$ cat src/rtl/pipe_pkg.sv
// Shared pipeline definitions: datapath widths and the fetch FSM state type.
package pipe_pkg;

  localparam int ISIZE = 32;
  localparam int DSIZE = 32;

  typedef enum logic {
    BOOT = 1'b0,
    RUN  = 1'b1
  } fetch_state_t;

endpackage

$ cat src/rtl/fetch_fifo.sv
// DEPTH-entry FIFO with push/pop/flush and an occupancy output.
// Pointers carry one extra bit so full and empty are distinguishable.
// A push and a pop in the same cycle are legal at any occupancy.
module fetch_fifo #(
  parameter int DEPTH = 4,
  parameter int W     = 64
) (
  input  logic                     clk,
  input  logic                     rst,
  input  logic                     push,
  input  logic [W-1:0]             push_data,
  input  logic                     pop,
  input  logic                     flush,
  output logic [W-1:0]             head_data,
  output logic [$clog2(DEPTH):0]   count
);

  localparam int AW = $clog2(DEPTH);

  logic [W-1:0] mem [DEPTH];
  logic [AW:0]  wr_ptr;
  logic [AW:0]  rd_ptr;

  // Pointer and storage update; flush discards contents by realigning the pointers.
  always_ff @(posedge clk or negedge rst) begin
    if (!rst) begin
      wr_ptr <= '0;
      rd_ptr <= '0;
      for (int i = 0; i < DEPTH; i++) begin
        mem[i] <= '0;
      end
    end else if (flush) begin
      wr_ptr <= '0;
      rd_ptr <= '0;
    end else begin
      if (push) begin
        mem[wr_ptr[AW-1:0]] <= push_data;
        wr_ptr              <= wr_ptr + 1'b1;
      end
      if (pop) begin
        rd_ptr <= rd_ptr + 1'b1;
      end
    end
  end

  assign head_data = mem[rd_ptr[AW-1:0]];
  assign count     = wr_ptr - rd_ptr;

endmodule

$ cat src/rtl/fetch_queue.sv
// Instruction-fetch front end: owns the PC, issues one-cycle-latency reads to
// instruction memory and buffers returned instructions for decode.
// Optional feature macro: FETCH_BYPASS_EN (empty-FIFO response is presented
// to decode combinationally in its arrival cycle).
//
// Decode handshake: an instruction transfers in any cycle where
// if_valid=1 and if_ready=1. While if_valid=1 and if_ready=0 the if_* payload
// holds stable. if_valid is forced low during a redirect, so nothing
// transfers in that cycle.
module fetch_queue #(
  parameter int                       ISIZE    = pipe_pkg::ISIZE,
  parameter int                       DSIZE    = pipe_pkg::DSIZE,
  parameter int                       DEPTH    = 4,
  parameter logic [ISIZE-1:0]         RESET_PC = '0
) (
  input  logic             clk,
  input  logic             rst,
  output logic             imem_req,
  output logic [ISIZE-1:0] imem_addr,
  input  logic [DSIZE-1:0] imem_data,
  input  logic             redirect_valid,
  input  logic [ISIZE-1:0] redirect_pc,
  output logic             if_valid,
  input  logic             if_ready,
  output logic [DSIZE-1:0] if_inst,
  output logic [ISIZE-1:0] if_pc,
  output logic [ISIZE-1:0] if_pc_plus1,
  output logic             dbg_state
);

  import pipe_pkg::fetch_state_t, pipe_pkg::BOOT, pipe_pkg::RUN;

  localparam int            CW      = $clog2(DEPTH) + 1;
  localparam logic [CW:0]   DEPTH_C = (CW + 1)'(DEPTH);

  fetch_state_t           state;
  logic [ISIZE-1:0]       fetch_pc;
  logic [ISIZE-1:0]       tag_pc;
  logic                   inflight;
  logic [CW-1:0]          count;
  logic [DSIZE+ISIZE-1:0] head;
  logic                   resp_ok;
  logic                   push;
  logic                   pop;
  logic                   head_present;
  logic [CW:0]            credit_used;

  // A response is live only if no redirect kills it in its arrival cycle.
  assign resp_ok     = inflight & ~redirect_valid;
  assign credit_used = {1'b0, count} + {{CW{1'b0}}, inflight};
  assign imem_req    = (state == RUN) & (credit_used < DEPTH_C) & ~redirect_valid;
  assign imem_addr   = fetch_pc;
  assign dbg_state   = state;

`ifdef FETCH_BYPASS_EN
  logic bypass_hit;
  assign bypass_hit   = resp_ok & (count == '0);
  assign head_present = (count != '0) | bypass_hit;
  assign if_valid     = head_present & ~redirect_valid;
  assign if_inst      = bypass_hit ? imem_data : head[DSIZE+ISIZE-1:ISIZE];
  assign if_pc        = bypass_hit ? tag_pc    : head[ISIZE-1:0];
  assign push         = resp_ok & ~(bypass_hit & if_ready);
  assign pop          = if_valid & if_ready & ~bypass_hit;
`else
  assign head_present = (count != '0);
  assign if_valid     = head_present & ~redirect_valid;
  assign if_inst      = head[DSIZE+ISIZE-1:ISIZE];
  assign if_pc        = head[ISIZE-1:0];
  assign push         = resp_ok;
  assign pop          = if_valid & if_ready;
`endif

  // pc+1 for branch arithmetic; reads zero while no instruction is presented.
  assign if_pc_plus1 = head_present ? if_pc + 1'b1 : '0;

  fetch_fifo #(
    .DEPTH (DEPTH),
    .W     (DSIZE + ISIZE)
  ) u_fifo (
    .clk       (clk),
    .rst       (rst),
    .push      (push),
    .push_data ({imem_data, tag_pc}),
    .pop       (pop),
    .flush     (redirect_valid),
    .head_data (head),
    .count     (count)
  );

  // FSM, fetch PC, request tag and in-flight tracking.
  always_ff @(posedge clk or negedge rst) begin
    if (!rst) begin
      state    <= BOOT;
      fetch_pc <= RESET_PC;
      tag_pc   <= '0;
      inflight <= 1'b0;
    end else begin
      case (state)
        BOOT:    state <= RUN;
        RUN:     state <= RUN;
        default: state <= BOOT;
      endcase
      inflight <= imem_req;
      if (imem_req) begin
        tag_pc <= fetch_pc;
      end
      if (redirect_valid) begin
        fetch_pc <= redirect_pc;
      end else if (imem_req) begin
        fetch_pc <= fetch_pc + 1'b1;
      end
    end
  end

endmodule

$ cat config.mk
export PLATFORM = sky130hd
export DESIGN_NAME = fetch_queue
export DESIGN_NICKNAME = d
export VERILOG_FILES = /design/src/rtl/pipe_pkg.sv /design/src/rtl/fetch_fifo.sv /design/src/rtl/fetch_queue.sv
export SDC_FILE = /design/constraint.sdc
export NUM_CORES = 1
export LEC_CHECK = 0
export CAP_MARGIN = 30
export CELL_PAD_IN_SITES_DETAIL_PLACEMENT = 2
export CELL_PAD_IN_SITES_GLOBAL_PLACEMENT = 2
export CORE_ASPECT_RATIO = 1.4
export CORE_MARGIN = 1.5
export CORE_UTILIZATION = 38
export CTS_CLUSTER_DIAMETER = 80
export DETAILED_ROUTE_END_ITERATION = 10
export PLACE_DENSITY = 0.89
export RECOVER_POWER = 50
export SLEW_MARGIN = 20
export SYNTH_ARGS = -nofsm -noshare
export SYNTH_HDL_FRONTEND = slang
export SYNTH_SLANG_ARGS = --single-unit
export TNS_END_PERCENT = 50
$ cat constraint.sdc
create_clock -name clk -period 3.8 [get_ports clk]
set_clock_uncertainty 0.05 [all_clocks]
set_input_delay 0.76 -clock clk [delete_from_list [all_inputs] [get_ports clk]]
set_output_delay 0.76 -clock clk [all_outputs]
set_load 0.02 [all_outputs]
=== Word level (Yosys, flattened, before mapping) ===
Cells that the tools add are included.

* Flip-flop bits (word level): 328
* Input port bits: 68
* Output and inout port bits: 131
* Logic and storage cells: 47

* Add/sub/neg operators: 6
* Magnitude comparators: 4
* Mux-type cells: 13
* Bitwise operators: 8
* Reduce and logical (&&, ||, !) cells: 6

{| class="wikitable"
|+ Operators with widths
! operator !! count
|-
| bitwise mux 256 bit || 1
|-
| two-way mux 64 bit || 3
|-
| binary-select mux 64 bit (select 2 bit) || 1
|-
| demux 64 bit (select 2 bit) || 1
|-
| two-way mux 32 bit || 3
|-
| adder 32 x 1 -> 32 bit (second input constant) || 2
|-
| two-way mux 3 bit || 4
|-
| adder 3 x 1 -> 3 bit (second input constant) || 2
|-
| greater-or-equal comparator 3 bit (second input constant) || 2
|-
| inverter 2 -> 3 bit || 2
|-
| nonzero test 2 bit || 3
|-
| bitwise AND 1 bit || 5
|-
| adder 3 x 1 -> 4 bit || 1
|-
| < comparator 4 x 3 -> 1 bit (second input constant) || 1
|-
| < comparator 3 x 1 -> 1 bit (second input constant) || 1
|-
| nonzero test 3 bit || 1
|-
| subtractor 3 bit || 1
|-
| AND reduction 2 bit || 1
|-
| logical AND 1 bit || 1
|-
| inverter 1 bit || 1
|}

=== Depth between registers and ports, before layout ===
* Word-level depth: 7
* Depth in mapped cells: 11
* Mapped depth without buffers: 8

=== By module ===
From an unflattened synthesis, not the netlist that was laid out.

* Cells, all modules: 1,063
* Area, all modules: 16,638.5 sq um

{| class="wikitable"
|+ Modules (own cells, without submodules)
! module !! instances !! cells each !! area each (sq um) !! sequential area each (sq um)
|-
| fetch_fifo || 1 || 657 || 12,772.2 || 6,556.3
|-
| fetch_queue || 1 || 406 || 3,866.2 || 1,651.6
|}

=== Worst setup path after synthesis ===
Ideal clock, no wire load.

* Path type: reg-to-output
* Start: register u_fifo.rd_ptr[0]
* End: output if_pc_plus1[16]
* Arrival time: 2.789 ns
* Data required time: 2.990 ns
* Setup slack: 0.201 ns
* Stages on the path, launching flop included: 11
* Path buffers: 4
* Cells stage by stage: dfrtp_1 > buf_6 > buf_12 > mux4_1 > ha_1 > and4_1 > buf_2 > nand3_1 > clkbuf_1 > o21ai_0 > a21oi_1

* Word-level cells in the longest chain between the ends: 6
* Elaborated cells on any way between the ends: 8
* Classes of those cells: add/sub: 2; mux: 4; bitwise: 1; reduce/logical: 1

{| class="wikitable"
|+ RTL lines
! item !! line !! text
|-
| start: declaration || fetch_fifo.sv:22 || <nowiki>logic [AW:0] rd_ptr;</nowiki>
|-
| start signal: assignment || fetch_fifo.sv:41 || <nowiki>rd_ptr <= rd_ptr + 1'b1;</nowiki>
|-
| inverter 2 -> 3 bit (implied by the code) || fetch_fifo.sv:46 || <nowiki>assign head_data = mem[rd_ptr[AW-1:0]];</nowiki>
|-
| binary-select mux 64 bit (select 2 bit) || fetch_fifo.sv:46 ||
|-
| two-way mux 64 bit (implied by the code) (2 in a row) || fetch_fifo.sv:46 ||
|-
| net if_pc[1] || fetch_queue.sv:26 || <nowiki>output logic [ISIZE-1:0] if_pc,</nowiki>
|-
| adder 32 x 1 -> 32 bit || fetch_queue.sv:74 || <nowiki>assign if_pc_plus1 = head_present ? if_pc + 1'b1 : '0;</nowiki>
|-
| two-way mux 32 bit || fetch_queue.sv:74 ||
|-
| end: declaration || fetch_queue.sv:27 || <nowiki>output logic [ISIZE-1:0] if_pc_plus1,</nowiki>
|}

The timed path passes the listed nets, and every way through them passes these cells. The select of a mux whose other input is x is not followed.

=== Worst setup path after layout ===
* Start: register u_fifo.rd_ptr[0]
* End: output if_pc_plus1[19]

* Word-level cells in the longest chain between the ends: 6
* Elaborated cells on any way between the ends: 8
* Classes of those cells: add/sub: 2; mux: 4; bitwise: 1; reduce/logical: 1

{| class="wikitable"
|+ RTL lines
! item !! line
|-
| inverter 2 -> 3 bit (implied by the code) || fetch_fifo.sv:46
|-
| binary-select mux 64 bit (select 2 bit) || fetch_fifo.sv:46
|-
| two-way mux 64 bit (implied by the code) (2 in a row) || fetch_fifo.sv:46
|-
| adder 32 x 1 -> 32 bit || fetch_queue.sv:74
|-
| two-way mux 32 bit (*) || fetch_queue.sv:74
|}

Every way passes the cells marked *; elsewhere a longest branch is shown, timed or not. The select of a mux whose other input is x is not followed.

==> impl_results.md <==
* Status: complete, but fails checks
* Failing checks: max-capacitance violations, max-slew violations, negative setup slack
* Wire length per cell at 30.23 um
* Worst setup margin at -0.2743 ns
* Yosys top cell area share at between 50% and 60%
* Max-slew violation count at about 110
* Final Hold Viols at 0
* Synth cell types at 45
* Num rows at 86
* Die Y at 240.0 um
* GRT Util Overall at roughly 29%
* Synth Flop Type: dfrtp_1
* First-pass GRT wire length at approximately 87 mm
* Most frequent cells after synthesis: dfrtp_1 (328), mux2_2 (290), mux4_2 (61)
* Grt total ovfl at 0
* Top routing layer in use: met5
* Min-Delay Endpoint: u_fifo.mem[36]
* Worst Hold Class: reg2reg
* CTS tree: yes
* Layout cell share with drive strength beyond 1 at a little over two fifths
* Routed wire length on met2 at just over 30 mm
* Crit-path cells: buf_12, mux4_2, nand4_4, or4_4, buf_12, or4_1, a21oi_2, buf_6
* Hold Crit Start: u_fifo.mem[36]
* Via count at roughly 11000
* Achievable Freq at 0.2454 GHz
* RR Endpoint: imem_addr[28]
* Detailed-route DRC error count at 0
* Synth Cell Area at about 0.015 mm2
* DR iter-0 viols at 640
* FF-to-FF setup slack at about 0.34 ns
* Filler cells at roughly 3700
* Clock sinks at between 300 and 400
* Antenna-violating nets left at 0
* Top-count cell post-synth: dfrtp_1
* Worst r2r path cells at 8
* Worst path slowest cell: or4_4
* H-tree depth at 2
* CP Max Fanout at 13
* Via/cell ratio at 5.739
* Core ar. at 0.03949 mm2
* Worst Tran Pin Value at around 3.0 ns
* Metal-1 WL at about 21 mm
* Number of flops mapped to enable cells by yosys at 0
* Pin count of the biggest net entering global routing at about 110
* P&R area growth vs syn at 29.04%
* Minimum clock period at about 4.1 ns
* Hold depth at 1
* Static Leakage at about 8.7 nW
* Worst setup SP type: register
* Vias in the first global route at between 10000 and 15000
* Yosys reg bits at ~330
* Crit Path Category: reg2out
* WL met3 at between 2 and 2.5 mm
* Largest area contributor in the netlist: dfrtp_1
* Multi-input gate area at a little under 0.007 mm2
* Relative max-transition margin at -97.10%
* Cell family with most CP delay: simple AND/OR/NAND/NOR gates
* Required time worst endpoint at around 3 ns
* First-pass iteration count of the detailed router at 5
* Seq/Total Area, Yosys at between 50% and 60%
* Max rail drop VDD at 0.3866 mV
* Synth warn at 0
* Final setup vio count at 18
* Post-Synthesis Cells at roughly 1100
* Root Driver: clkbuf_16
* Crit path buffers/inverters at 3
* Antenna violations before repair at 6
* Top-Level Pins at between 150 and 200
* Average size of a mapped cell at about 14 um2
* Die area at 0.04134 mm2
* CP peak stage delay at 0.55 ns
* RR Startpoint: u_fifo.rd_ptr[0]
* Post-DP HPWL at 35.30 mm
* RSZ-0062 raised after global routing: true
* CTS Buf Count at 36
* Synth area leaders: dfrtp_1 (54%), mux2_2 (21%), mux4_2 (9.0%), xor2_1 (1.3%), clkbuf_1 (1.2%)
* Storage element area at roughly 0.0082 mm2
* Initial Util at between 30 and 40%
* Total power at 16.56 mW
* Routability congestion estimate at just under 0.8
* Port buffer count at around 200
* Die X at between 150 and 200 um
* Routed WL at about 57 mm
* Mapped Nets at between 1000 and 1500
* Critical path capture point type: output pin
* Worst skew pair latency at about 0.54 ns
* Reg clk slew, reported paths at roughly 0.07 ns
* Finished Core Util at 49.81%
* Power density cells at 842.0 mW/mm2
* Final Cycle Share at 107.2%
* Post-synth ARST share at 100.0%
* Most used cell, CP: buf_12
* Nets at approximately 1400
* Arrival @ worst endpoint at between 3 and 4 ns
* Max Root-Sink Buffers at 3
* Max cap viols at 1
-- per-stage QoR --
stage	setup slack [ns]	cell area [um2]	cells	setup TNS [ns]	hold slack, ns
final	-0.2743	19670	1901	-3.275	0.4486
after global routing	-0.3036	19670	1900	-18.70	0.4686
after CTS	-0.2950	19650	1897	-8.411	0.2904
after detailed placement	-0.2083	18460	1829	-2.200	0.4412
after global placement	-0.1280	18460	1829	-0.7086	0.4311
after floorplan	0.2015	15240	1078	0	0.4144
-- layout make-up --
type | instances | area share (%)
sequential | 328 | 41.77
antenna | 2 | 0.02545
tap | 528 | 3.359
clock inverter | 11 | 0.6997
clock buffer | 51 | 5.178
inverter | 13 | 0.2481
multi-input combinational | 667 | 34.67
timing repair buffer | 301 | 14.05
-- how the worst max path moves through the flow --
stage                                 from         endpoint  slack (ns)  cells after the start
final                     u_fifo.rd_ptr[0]  if_pc_plus1[19]       -0.27                      8
after global routing      u_fifo.rd_ptr[0]  if_pc_plus1[19]       -0.30                      8
after CTS                 u_fifo.rd_ptr[0]  if_pc_plus1[25]       -0.30                      8
after detailed placement  u_fifo.rd_ptr[0]  if_pc_plus1[30]       -0.21                      9
after global placement    u_fifo.rd_ptr[0]  if_pc_plus1[25]       -0.13                      8
after floorplan           u_fifo.rd_ptr[0]  if_pc_plus1[16]        0.20                     10
-- what timing repair did --
| action | 4_1_cts | 5_1_grt |
|---|---|---|
| gates resized for setup | 169 | 36 |
| setup buffers | 6 | 2 |
| gates cloned | 0 | 0 |
| endpoints found under the setup margin | 65 | 55 |
| pin swaps | 7 | 4 |
| hold buffers | 0 | 0 |
-- cell families after synthesis --
| kind of cell | after synthesis | share of synthesized area, % |
|---|---|---|
| other | 1 | 0.02460 |
| muxes | 359 | 31.18 |
| buffers and inverters | 83 | 2.537 |
| adders and majority gates | 9 | 0.7881 |
| DFF | 328 | 53.85 |
| AOI/OAI and AO/OA | 79 | 3.045 |
| xor gates and xnor gates | 33 | 1.986 |
| and+or+nand+nor | 186 | 6.592 |
-- layer usage --
metal,up-vias,track usage [%]
met2,376,51.82
li1,4511,-
met3,173,4.741
met1,5839,32.77
met4,10,13.33
met5,-,0
-- sequential cells by signal, indices dropped and copies added, names as in the netlist --
signal	count
dbg_state	1
imem_addr	32
inflight	1
tag_pc	32
u_fifo.mem	256
u_fifo.rd_ptr	3
u_fifo.wr_ptr	3
-- cell usage in the layout (no fill, tap or decap), types with 16 or more instances in the layout --
cell / n
xor2_1: 22
nand3_1: 23
dfrtp_1: 326
nand2_1: 36
buf_4: 90
mux4_2: 63
clkbuf_16: 37
or4_1: 16
o31ai_1: 18
o21ai_0: 28
mux2_2: 288
clkdlybuf4s50_1: 162
nor2_1: 36
-- power by group --
group | switching, mW | internal (mW) | leakage (nW) | total (mW)
Combinational | 3.70 | 3.62 | 3.88 | 7.32
Sequential | 1.07 | 4.58 | 4.21 | 5.65
Clock | 1.52 | 2.07 | 0.559 | 3.59
Note: power is estimated with default switching activity, not from simulation.
